--- src/rtl/branch_resolver_pkg.sv ---
// Shared types and constants for the branch resolver and its prediction FIFO.
package branch_resolver_pkg;

    localparam int unsigned PC_W        = 32;
    localparam int unsigned INSTR_W     = 32;
    localparam int unsigned PRED_BITS_W = 2;

    localparam logic [PC_W-1:0] PC_INC = 32'd4;

    typedef enum logic [0:0] {
        ST_RUN      = 1'b0,
        ST_FLUSHING = 1'b1
    } state_e;

    // One in-flight prediction, captured at fetch.
    typedef struct packed {
        logic [PC_W-1:0]        pc;
        logic [INSTR_W-1:0]     instr;
        logic                   pred_taken;
        logic [PC_W-1:0]        pred_addr;
        logic [PRED_BITS_W-1:0] pred_bits;
    } entry_t;

    // Architecturally correct fetch address after the branch.
    function automatic logic [PC_W-1:0] actual_next_pc(input logic            taken,
                                                       input logic [PC_W-1:0] target,
                                                       input logic [PC_W-1:0] pc);
        return taken ? target : pc + PC_INC;
    endfunction

    // A taken branch that went to the wrong place counts as a mispredict too.
    function automatic logic is_mispredict(input entry_t          e,
                                           input logic            taken,
                                           input logic [PC_W-1:0] target);
        return (e.pred_taken != taken) || (taken && (e.pred_addr != target));
    endfunction

endpackage

--- src/rtl/branch_resolver_if.sv ---
// Fetch/resolve inputs and flush/training/counter outputs of the branch resolver.
interface branch_resolver_if #(
    parameter int unsigned CNT_W = 32
);
    logic             Fetch_push;
    logic [31:0]      Fetch_PC;
    logic [31:0]      Fetch_instr;
    logic             Pred_taken;
    logic [31:0]      Pred_addr;
    logic [1:0]       Pred_bits;
    logic             Res_valid;
    logic             Res_taken;
    logic [31:0]      Res_target;

    logic             FLUSH;
    logic [31:0]      Redirect_PC;
    logic [31:0]      Branch_instr;
    logic [31:0]      Branch_addr;
    logic             Branch_resolved;
    logic [31:0]      Branch_resolved_addr;
    logic [1:0]       Branch_predictions;
    logic             Fifo_full;
    logic [CNT_W-1:0] Mispredict_count;
    logic [CNT_W-1:0] Branch_count;

    // Resolver side.
    modport slave (
        input  Fetch_push, Fetch_PC, Fetch_instr, Pred_taken, Pred_addr, Pred_bits,
               Res_valid, Res_taken, Res_target,
        output FLUSH, Redirect_PC, Branch_instr, Branch_addr, Branch_resolved,
               Branch_resolved_addr, Branch_predictions, Fifo_full,
               Mispredict_count, Branch_count
    );

    // Pipeline / predictor side.
    modport master (
        output Fetch_push, Fetch_PC, Fetch_instr, Pred_taken, Pred_addr, Pred_bits,
               Res_valid, Res_taken, Res_target,
        input  FLUSH, Redirect_PC, Branch_instr, Branch_addr, Branch_resolved,
               Branch_resolved_addr, Branch_predictions, Fifo_full,
               Mispredict_count, Branch_count
    );

endinterface

--- src/rtl/branch_resolver_pred_fifo.sv ---
// In-flight prediction FIFO: synchronous clear, same-cycle push/pop, full/empty flags.
module branch_resolver_pred_fifo
    import branch_resolver_pkg::*;
#(
    parameter int unsigned DEPTH = 4
) (
    input  logic   clk_i,
    input  logic   rst_ni,
    input  logic   clear_i,
    input  logic   push_i,
    input  entry_t data_i,
    input  logic   pop_i,
    output entry_t data_o,
    output logic   full_o,
    output logic   empty_o
);

    localparam int unsigned PtrW = (DEPTH > 1) ? $clog2(DEPTH) : 1;

    entry_t          mem_q [DEPTH];
    logic [PtrW-1:0] wr_ptr_q, wr_ptr_d;
    logic [PtrW-1:0] rd_ptr_q, rd_ptr_d;
    logic [PtrW:0]   count_q, count_d;
    logic            do_push;
    logic            do_pop;

    assign full_o  = (count_q == (PtrW + 1)'(DEPTH));
    assign empty_o = (count_q == '0);
    assign data_o  = mem_q[rd_ptr_q];

    // Accept handshakes and compute pointer/occupancy updates; clear wins over everything.
    always_comb begin
        do_pop   = pop_i && !empty_o;
        // A full FIFO still takes a push when the head leaves in the same cycle.
        do_push  = push_i && (!full_o || do_pop);
        wr_ptr_d = wr_ptr_q;
        rd_ptr_d = rd_ptr_q;
        count_d  = count_q;
        if (clear_i) begin
            wr_ptr_d = '0;
            rd_ptr_d = '0;
            count_d  = '0;
        end else begin
            if (do_push) begin
                wr_ptr_d = wr_ptr_q + PtrW'(1);
            end
            if (do_pop) begin
                rd_ptr_d = rd_ptr_q + PtrW'(1);
            end
            case ({do_push, do_pop})
                2'b10:   count_d = count_q + 1'b1;
                2'b01:   count_d = count_q - 1'b1;
                default: count_d = count_q;
            endcase
        end
    end

    // Pointer and occupancy state.
    always_ff @(posedge clk_i or negedge rst_ni) begin
        if (!rst_ni) begin
            wr_ptr_q <= '0;
            rd_ptr_q <= '0;
            count_q  <= '0;
        end else begin
            wr_ptr_q <= wr_ptr_d;
            rd_ptr_q <= rd_ptr_d;
            count_q  <= count_d;
        end
    end

    // Entry storage; contents are don't-care until written, so no reset.
    always_ff @(posedge clk_i) begin
        if (do_push && !clear_i) begin
            mem_q[wr_ptr_q] <= data_i;
        end
    end

endmodule

--- src/rtl/branch_resolver.sv ---
// Resolves in-flight branch predictions, raises FLUSH/redirect on mispredict,
// drives the predictor training bus and keeps saturating performance counters.
module branch_resolver
    import branch_resolver_pkg::*;
#(
    parameter int unsigned DEPTH        = 4,
    parameter int unsigned FLUSH_CYCLES = 2,
    parameter int unsigned CNT_W        = 32
) (
    input  logic              CLK,
    input  logic              RESET,
    branch_resolver_if.slave  br_io
);

    localparam int unsigned FcW = (FLUSH_CYCLES > 1) ? $clog2(FLUSH_CYCLES) : 1;
    localparam logic [FcW-1:0] FlushLoad = FcW'(FLUSH_CYCLES - 1);

    state_e           state_q, state_d;
    logic [FcW-1:0]   flush_cnt_q, flush_cnt_d;
    logic [PC_W-1:0]  redirect_q, redirect_d;

    logic [INSTR_W-1:0]     tr_instr_q;
    logic [PC_W-1:0]        tr_addr_q;
    logic                   tr_resolved_q;
    logic [PC_W-1:0]        tr_resolved_addr_q;
    logic [PRED_BITS_W-1:0] tr_bits_q;

    logic [CNT_W-1:0] mis_cnt_q, mis_cnt_d;
    logic [CNT_W-1:0] br_cnt_q, br_cnt_d;

    entry_t          push_entry;
    entry_t          head;
    logic            fifo_full;
    logic            fifo_empty;
    logic            running;
    logic            accept;
    logic            mispredict;
    logic [PC_W-1:0] next_pc;

    // Resolve acceptance and compare against the head prediction.
    always_comb begin
        running    = (state_q == ST_RUN);
        accept     = br_io.Res_valid && running && !fifo_empty;
        next_pc    = actual_next_pc(br_io.Res_taken, br_io.Res_target, head.pc);
        mispredict = accept && is_mispredict(head, br_io.Res_taken, br_io.Res_target);

        push_entry.pc         = br_io.Fetch_PC;
        push_entry.instr      = br_io.Fetch_instr;
        push_entry.pred_taken = br_io.Pred_taken;
        push_entry.pred_addr  = br_io.Pred_addr;
        push_entry.pred_bits  = br_io.Pred_bits;
    end

    // A mispredict clears the FIFO, which also discards any same-cycle push.
    branch_resolver_pred_fifo #(
        .DEPTH (DEPTH)
    ) u_pred_fifo (
        .clk_i   (CLK),
        .rst_ni  (RESET),
        .clear_i (mispredict),
        .push_i  (br_io.Fetch_push && running),
        .data_i  (push_entry),
        .pop_i   (accept),
        .data_o  (head),
        .full_o  (fifo_full),
        .empty_o (fifo_empty)
    );

    // FSM state register plus flush down-counter and captured redirect target.
    always_ff @(posedge CLK or negedge RESET) begin
        if (!RESET) begin
            state_q     <= ST_RUN;
            flush_cnt_q <= '0;
            redirect_q  <= '0;
        end else begin
            state_q     <= state_d;
            flush_cnt_q <= flush_cnt_d;
            redirect_q  <= redirect_d;
        end
    end

    // FSM next state: RUN -> FLUSHING on mispredict, back to RUN when the counter runs out.
    always_comb begin
        state_d     = state_q;
        flush_cnt_d = flush_cnt_q;
        redirect_d  = redirect_q;
        unique case (state_q)
            ST_RUN: begin
                if (mispredict) begin
                    state_d     = ST_FLUSHING;
                    flush_cnt_d = FlushLoad;
                    redirect_d  = next_pc;
                end
            end
            ST_FLUSHING: begin
                if (flush_cnt_q == '0) begin
                    state_d    = ST_RUN;
                    redirect_d = '0;
                end else begin
                    flush_cnt_d = flush_cnt_q - 1'b1;
                end
            end
            default: begin
                state_d = ST_RUN;
            end
        endcase
    end

    // FSM outputs: FLUSH and a redirect address that reads as zero outside the flush window.
    always_comb begin
        br_io.FLUSH       = (state_q == ST_FLUSHING);
        br_io.Redirect_PC = (state_q == ST_FLUSHING) ? redirect_q : '0;
        br_io.Fifo_full   = fifo_full;
    end

    // Saturating counter next values.
    always_comb begin
        br_cnt_d  = br_cnt_q;
        mis_cnt_d = mis_cnt_q;
        if (accept && (br_cnt_q != '1)) begin
            br_cnt_d = br_cnt_q + CNT_W'(1);
        end
        if (mispredict && (mis_cnt_q != '1)) begin
            mis_cnt_d = mis_cnt_q + CNT_W'(1);
        end
    end

    // Training bus registers (hold until the next resolve) and performance counters.
    always_ff @(posedge CLK or negedge RESET) begin
        if (!RESET) begin
            tr_instr_q         <= '0;
            tr_addr_q          <= '0;
            tr_resolved_q      <= 1'b0;
            tr_resolved_addr_q <= '0;
            tr_bits_q          <= '0;
            br_cnt_q           <= '0;
            mis_cnt_q          <= '0;
        end else begin
            if (accept) begin
                tr_instr_q         <= head.instr;
                tr_addr_q          <= head.pc;
                tr_resolved_q      <= br_io.Res_taken;
                tr_resolved_addr_q <= next_pc;
                tr_bits_q          <= head.pred_bits;
            end
            br_cnt_q  <= br_cnt_d;
            mis_cnt_q <= mis_cnt_d;
        end
    end

    // Drive registered training and counter values onto the bus.
    always_comb begin
        br_io.Branch_instr         = tr_instr_q;
        br_io.Branch_addr          = tr_addr_q;
        br_io.Branch_resolved      = tr_resolved_q;
        br_io.Branch_resolved_addr = tr_resolved_addr_q;
        br_io.Branch_predictions   = tr_bits_q;
        br_io.Mispredict_count     = mis_cnt_q;
        br_io.Branch_count         = br_cnt_q;
    end

endmodule

--- src/flat_wrapper.sv ---
// flat-port wrapper written by rule: the top's interface ports become plain ports
module branch_resolver_flat import branch_resolver_pkg::*;
#(
    parameter int unsigned DEPTH        = 4,
    parameter int unsigned FLUSH_CYCLES = 2,
    parameter int unsigned CNT_W        = 32
)
  (CLK, RESET, br_io_Fetch_push, br_io_Fetch_PC, br_io_Fetch_instr, br_io_Pred_taken, br_io_Pred_addr, br_io_Pred_bits, br_io_Res_valid, br_io_Res_taken, br_io_Res_target, br_io_FLUSH, br_io_Redirect_PC, br_io_Branch_instr, br_io_Branch_addr, br_io_Branch_resolved, br_io_Branch_resolved_addr, br_io_Branch_predictions, br_io_Fifo_full, br_io_Mispredict_count, br_io_Branch_count);
  branch_resolver_if #(.CNT_W(CNT_W)) br_io_i ();
  input  logic CLK;
  input  logic RESET;
  input wire logic [$bits(br_io_i.Fetch_push)-1:0] br_io_Fetch_push;
  input wire logic [$bits(br_io_i.Fetch_PC)-1:0] br_io_Fetch_PC;
  input wire logic [$bits(br_io_i.Fetch_instr)-1:0] br_io_Fetch_instr;
  input wire logic [$bits(br_io_i.Pred_taken)-1:0] br_io_Pred_taken;
  input wire logic [$bits(br_io_i.Pred_addr)-1:0] br_io_Pred_addr;
  input wire logic [$bits(br_io_i.Pred_bits)-1:0] br_io_Pred_bits;
  input wire logic [$bits(br_io_i.Res_valid)-1:0] br_io_Res_valid;
  input wire logic [$bits(br_io_i.Res_taken)-1:0] br_io_Res_taken;
  input wire logic [$bits(br_io_i.Res_target)-1:0] br_io_Res_target;
  output wire logic [$bits(br_io_i.FLUSH)-1:0] br_io_FLUSH;
  output wire logic [$bits(br_io_i.Redirect_PC)-1:0] br_io_Redirect_PC;
  output wire logic [$bits(br_io_i.Branch_instr)-1:0] br_io_Branch_instr;
  output wire logic [$bits(br_io_i.Branch_addr)-1:0] br_io_Branch_addr;
  output wire logic [$bits(br_io_i.Branch_resolved)-1:0] br_io_Branch_resolved;
  output wire logic [$bits(br_io_i.Branch_resolved_addr)-1:0] br_io_Branch_resolved_addr;
  output wire logic [$bits(br_io_i.Branch_predictions)-1:0] br_io_Branch_predictions;
  output wire logic [$bits(br_io_i.Fifo_full)-1:0] br_io_Fifo_full;
  output wire logic [$bits(br_io_i.Mispredict_count)-1:0] br_io_Mispredict_count;
  output wire logic [$bits(br_io_i.Branch_count)-1:0] br_io_Branch_count;
  assign br_io_i.Fetch_push = br_io_Fetch_push;
  assign br_io_i.Fetch_PC = br_io_Fetch_PC;
  assign br_io_i.Fetch_instr = br_io_Fetch_instr;
  assign br_io_i.Pred_taken = br_io_Pred_taken;
  assign br_io_i.Pred_addr = br_io_Pred_addr;
  assign br_io_i.Pred_bits = br_io_Pred_bits;
  assign br_io_i.Res_valid = br_io_Res_valid;
  assign br_io_i.Res_taken = br_io_Res_taken;
  assign br_io_i.Res_target = br_io_Res_target;
  assign br_io_FLUSH = br_io_i.FLUSH;
  assign br_io_Redirect_PC = br_io_i.Redirect_PC;
  assign br_io_Branch_instr = br_io_i.Branch_instr;
  assign br_io_Branch_addr = br_io_i.Branch_addr;
  assign br_io_Branch_resolved = br_io_i.Branch_resolved;
  assign br_io_Branch_resolved_addr = br_io_i.Branch_resolved_addr;
  assign br_io_Branch_predictions = br_io_i.Branch_predictions;
  assign br_io_Fifo_full = br_io_i.Fifo_full;
  assign br_io_Mispredict_count = br_io_i.Mispredict_count;
  assign br_io_Branch_count = br_io_i.Branch_count;
  branch_resolver #(.DEPTH(DEPTH), .FLUSH_CYCLES(FLUSH_CYCLES), .CNT_W(CNT_W)) u_core (.CLK(CLK), .RESET(RESET), .br_io(br_io_i));
endmodule
--- config.mk ---
export PLATFORM = sky130hd
export DESIGN_NAME = branch_resolver_flat
export DESIGN_NICKNAME = d
export VERILOG_FILES = /design/src/rtl/branch_resolver_pkg.sv /design/src/rtl/branch_resolver_if.sv /design/src/rtl/branch_resolver_pred_fifo.sv /design/src/rtl/branch_resolver.sv /design/src/flat_wrapper.sv
export SDC_FILE = /design/constraint.sdc
export NUM_CORES = 1
export LEC_CHECK = 0
export ABC_CLOCK_PERIOD_IN_PS = 6200
export CORE_MARGIN = 2
export CORE_UTILIZATION = 55
export CTS_BUF_LIST = sky130_fd_sc_hd__clkbuf_8
export DETAILED_ROUTE_END_ITERATION = 6
export PLACE_DENSITY_LB_ADDON = 0.15
export SYNTH_ARGS = -nofsm -noshare
export SYNTH_HDL_FRONTEND = slang
export SYNTH_SLANG_ARGS = --single-unit
--- constraint.sdc ---
create_clock -name CLK -period 6.2 [get_ports CLK]
set_clock_uncertainty 0.1 [all_clocks]
set_input_delay 1.24 -clock CLK [delete_from_list [all_inputs] [get_ports CLK]]
set_output_delay 1.24 -clock CLK [all_outputs]
set_load 0.02 [all_outputs]
Yosys cells after proc, flatten, opt, wreduce, memory -nomap -nowiden --
Memories as Yosys holds them, arrays and structs flattened. Cells that the tools add are included.
Storage, ports and cells: RAM bits 396, logic and storage cells 71, bits of input ports 136, memories kept 1, output and inout port bits 197, register bits 204
Operators by class: muxes and demuxes 19, equality and inequality tests 9, add/sub/neg operators 8, bitwise operators 1, reduce and logical (&&, ||, !) cells 20
Memories:
- u_core.u_pred_fifo.mem_q | depth 4, bits a word 99, read ports 1, clocked after memory_dff 0, write ports 1, line branch_resolver_pred_fifo.sv:20 | entry_t mem_q [DEPTH];
Operators with widths (count):
- $mux 32 | 4
- $add 32x1->32 const B | 2
- $ne 32x32->1 const B | 2
- $pmux 32 s2 | 1
- $add 32x3->32 const B | 1
- $ne 32x32->1 | 1
- $logic_and 1x1->1 | 10
- $mux 2 | 4
- $mux 1 | 6
- $pmux 3 s2 | 1
- $add 2x1->2 const B | 2
- $ne 2x2->1 const B | 2
- $pmux 1 s2 | 2
- $reduce_bool 2->1 | 2
- $add 3x1->3 const B | 1
- $eq 3x3->1 const B | 1
- $logic_not 1->1 | 3
- $logic_not 3->1 | 1
- $mux 3 | 1
- $reduce_bool 3->1 | 1
- $sub 3x1->3 const B | 1
- $eq 2x1->1 const B | 1
- $eq 2x2->1 const B | 1
- $logic_or 1x1->1 | 2
- other kinds (4) | 4

Longest topological paths before layout --
word-level depth 9, mapped depth 12, depth with buffers taken out 8

By module --
A second synthesis with hierarchy kept.
Unflattened totals: cell total of the unflattened synthesis 1611, area total of the unflattened synthesis 24477.2 µm²
By module, submodules not included:
- branch_resolver_pred_fifo | sequential area each 12066.6 µm², cells each 584, area an instance 14864.3 µm², times used 1
- branch_resolver | sequential area each 4929.7 µm², cells each 1027, area an instance 9613.0 µm², times used 1

Least setup slack after synthesis --
OpenSTA, ideal clock, no wires.
kind input-to-reg, from input br_io_Res_target[5], to memory u_core.u_pred_fifo.mem_q[0][0] (netlist name) (enable), library setup time 0.469 ns, slack 0.940 ns, data required time 5.631 ns, stages 8, arrival 4.691 ns, buffers on the path 1, path through inv_1 -> a221oi_1 -> o2111ai_1 -> nor4_1 -> nand4b_1 -> nand2_1 -> buf_4 -> and3_1
On the way: longest elaborated chain between the ends 8
RTL lines:
- start, declared | line flat_wrapper.sv:20 | input wire logic [$bits(br_io_i.Res_target)-1:0] br_io_Res_target;
- $ne 32x32->1 | line branch_resolver_pkg.sv:35 | return (e.pred_taken != taken) || (taken && (e.pred_addr != target));
- $logic_and 1x1->1 | line branch_resolver_pkg.sv:35
- $logic_or 1x1->1 | line branch_resolver_pkg.sv:35
- $logic_and 1x1->1 | line branch_resolver.sv:45 | mispredict = accept && is_mispredict(head, br_io.Res_taken, br_io.Res_target);
- $logic_not 1->1 | line branch_resolver_pred_fifo.sv:73 | if (do_push && !clear_i) begin
- $logic_and 1x1->1 | line branch_resolver_pred_fifo.sv:73
- $mux 1 | line branch_resolver_pred_fifo.sv:73
- $mux 1 (implied by the code) | line branch_resolver_pred_fifo.sv:74 | mem_q[wr_ptr_q] <= data_i;
- end, declared | line branch_resolver_pred_fifo.sv:20
Every way passes these cells.

Final worst setup path --
from register u_core.u_pred_fifo.rd_ptr_q[0], to memory u_core.u_pred_fifo.mem_q[1][1] (netlist name) (enable)
On the way: longest elaborated chain between the ends 9, elaborated cells between the ends (all ways) 10, classes of those cells 2 x eq/ne; 2 x mux; 5 x reduce/logical; 1 x memory
RTL lines:
- start, declared | line branch_resolver_pred_fifo.sv:22 | logic [PtrW-1:0] rd_ptr_q, rd_ptr_d;
- start signal, assigned | line branch_resolver_pred_fifo.sv:66 | rd_ptr_q <= rd_ptr_d;
- $mem_v2 4x99 (*)
- $ne 32x32->1 | line branch_resolver_pkg.sv:35
- $logic_and 1x1->1 | line branch_resolver_pkg.sv:35
- $logic_or 1x1->1 (*) | line branch_resolver_pkg.sv:35
- $logic_and 1x1->1 (*) | line branch_resolver.sv:45
- $logic_not 1->1 (*) | line branch_resolver_pred_fifo.sv:73
- $logic_and 1x1->1 (*) | line branch_resolver_pred_fifo.sv:73
- $mux 1 (*) | line branch_resolver_pred_fifo.sv:73
- $mux 1 (implied by the code) (*) | line branch_resolver_pred_fifo.sv:74
Mark *: on every way between the ends. The rest lies on a longest branch, timed or not.

==> metrics.csv <==
metric;value;unit
grt-ovfl-total;0;
root_buffer;clkbuf_8;
p_total;0.0136;W
crit_chain;buf_4 -> mux4_2 -> xnor2_1 -> o2111ai_1 -> nor4_1 -> nand4b_1 -> buf_4 -> nand2_2 -> and3_4 -> buf_4;
synth_top_area_share;0.488;
critPathArrivalTime;5.02;ns
max-vdd-ir-drop;271;uV
io_buffers;332;
clock_latency;0.68;ns
drtAntennaViolNets;0;
final_cells;2664;
synth_area;24400;um2
cap_violations;0;
drc;0;
globalplace.congestion;0.914;
cts_tree;built;
placement.cell_area;28300;um2
gr-usage-all-layers;0.267;
routed_via_density;5.61;
coreArea;43900;um2
max_stage_delay;0.99;ns
path_class;flip-flop to flip-flop;
maxSlewViolCount;0;
netlist-cell-type-count;54;
multiInputGateArea;6950;um2
grt_max_degree;91;
path_max_fanout;45;
num_io_pins;333;
synth_top_cell_by_area;edfxtp_1;
hp-class;flip-flop to flip-flop;
wl;60600;um
worst_setup_path_start_kind;flip-flop;
use_met3;0.0543;
status;complete, no violations;
nNetsFinal;2126;
synth_seq_cells;600;
layout-drive-gt1-share;0.134;
clk_pin_slew_worst_paths;0.06;ns
routedWlPerCell;22.8;um
use_met2;0.414;
final.min_clock_period;4.78;ns
met1_usage;0.379;
finalHoldViolations;0;
design_area;30300;um2
area_growth;24.4;%
synthFlopType;edfxtp_1;
power_density;448;nW/um2
synth-async-reset-ratio;0.340;
register_area;17000;um2
hold_buffers;0;
vias;14900;
max-slew-margin-rel;0.154;
ys_warn_count;0;
clock-sinks;600;
std_cell_rows;77;
dp_hpwl;41400;um
syn_avg_cell_area;15.3;um2
antenna_found_initial;7;
dp_cells;2475;
die_area;46000;um2
p_leak;11.5;nW
synth_nets;1741;
fmax;209;MHz
yosysSeqAreaShare;0.698;
end_kind;flip-flop;
synthCells;1597;
rsz0062_at_grt;false;
first_iter_violations;1634;
worstMarginPinSlew;1.27;ns
cp_common_cell;buf_4;
die_h;214;um
synth_edf_count;396;
cts_made_buffers;97;
tns;0;ns
synth_area_leaders;edfxtp_1, dfrtp_1, mux4_2, nand2_1, xnor2_1;
first_pass_iters;5;
postCtsSetupRepairBufs;0;
grt_most_used_layer;met2;
htreeDepth;3;
cts_buffer_depth;3;
die_w;214;um
grt_pass1_vias;15100;
grt_pass1_wl;92200;um
period_share;0.771;
setup_violations;0;
fill_cells;3102;
cts_resized;0;
start_util;0.555;
crit_required;6.45;ns
slowest_stage;dfrtp_4;
==> path summary, 6_finish.rpt <==
path                                                   to  slack, ns                            from  cells after the start
min in group asynchronous   u_core.br_io.Branch_count[12]       0.46                           RESET                      1
setup reg to reg           u_core.u_pred_fifo.mem_q[1][1]       1.42  u_core.u_pred_fifo.rd_ptr_q[0]                     10
max in group asynchronous    u_core.br_io.Branch_addr[20]       4.24                           RESET                      2
hold / removal              u_core.br_io.Branch_instr[19]       0.37   u_core.br_io.Branch_instr[19]                      2
setup / recovery           u_core.u_pred_fifo.mem_q[1][1]       1.42  u_core.u_pred_fifo.rd_ptr_q[0]                     10
hold reg to reg             u_core.br_io.Branch_instr[19]       0.37   u_core.br_io.Branch_instr[19]                      2
==> metrics by stage <==
stage,hold WS (ns),worst slack (ns),utilization
after floorplan,0.398,0.940,-
after global placement,0.357,1.40,0.645
after detailed placement,0.362,1.37,0.645
after CTS,0.376,1.34,0.690
after global routing,0.395,1.08,0.690
final,0.372,1.42,0.690
==> layout by cell type (no fill, tap or decap), drive strengths merged, types with 2 or more instances in the layout <==
cell type	synthesis	final
edfxtp	396	396
clkdlybuf4s50	0	331
nand2	312	312
dfrtp	204	204
clkbuf	39	116
xnor2	99	99
mux4	89	89
mux2i	73	73
inv	21	62
o21ai	42	42
nand3	41	41
and2	39	39
nand4	34	34
and3	27	27
buf	33	27
nor2	22	22
clkinv	0	22
xor2	21	21
a21oi	20	20
nor4	14	14
nor3	11	11
and4	10	10
mux2	7	7
ha	7	7
diode	0	5
nand3b	4	4
nor4b	4	4
o221ai	3	3
o21a	3	3
clkinvlp	0	3
a221oi	3	3
or3	3	3
a32oi	2	2
o2111ai	2	2
nand4b	2	2
bufinv	0	2
==> flip-flops by register name, indices dropped and copies added, names as in the netlist <==
name                               count
u_core.br_io.Branch_resolved           1
u_core.br_io.Branch_predictions        2
u_core.br_io.Branch_instr             32
u_core.u_pred_fifo.wr_ptr_q            2
u_core.br_io.FLUSH                     1
u_core.flush_cnt_q                     1
u_core.redirect_q                     32
u_core.br_io.Branch_resolved_addr     32
u_core.u_pred_fifo.count_q             3
u_core.br_io.Branch_addr              32
u_core.u_pred_fifo.mem_q             396
u_core.u_pred_fifo.rd_ptr_q            2
u_core.br_io.Mispredict_count         32
u_core.br_io.Branch_count             32
==> critical path: cells and delay by family, from the launching register on <==
family,cells,cell delay (ns)
and+or+nand+nor,4,1.31
muxes,1,0.55
xor gates and xnor gates,1,0.18
AOI/OAI and AO/OA,1,0.16
buffers and inverters,3,1.09
DFF,1,0.99
==> power by group <==
| part | total [W] | switching (W) | internal [W] |
|---|---|---|---|
| clock | 0.00333 | 0.00155 | 0.00179 |
| combinational | 0.00452 | 0.00254 | 0.00198 |
| sequential | 0.00573 | 0.000557 | 0.00517 |
==> cell families (layout without fill, tap and decap cells) <==
family | after synthesis | after routing | share of synthesized area
flops | 600 | 600 | 0.698
xor+xnor | 120 | 120 | 0.0431
simple gates | 529 | 529 | 0.102
mux | 169 | 169 | 0.115
other cells | 0 | 5 | 0
fa+ha+maj | 8 | 8 | 0.00442
buf+inv | 93 | 563 | 0.0184
compound gates | 78 | 78 | 0.0185
==> cell usage after synthesis, drive strengths merged, types with 7 or more instances <==
cell type and count:
xnor2 99, mux2i 73, mux4 89, mux2 7, nor2 22, dfrtp 204
a21oi 20, xor2 21, nand2 312, nand4 34, clkbuf 39, nor3 11
edfxtp 396, nor4 14, and4 10, nand3 41, o21ai 42, and3 27
ha 7, inv 21, and2 39, buf 33
==> per-layer routing <==
layer / wire length, um / up-vias
met4: 1680 / 4
met5: 27 / -
li1: - / 6683
met2: 28600 / 613
met1: 25900 / 7542
met3: 4380 / 103
==> area by class of cell <==
class                      instances  area share
clock buffer                     116      0.0527
multi-input combinational        904       0.229
sequential                       600       0.561
inverter                          21     0.00260
tap                              592      0.0244
clock inverter                    68      0.0115
timing repair buffer             358       0.118
antenna                            5    0.000413
(Power assumes the default switching activity.)
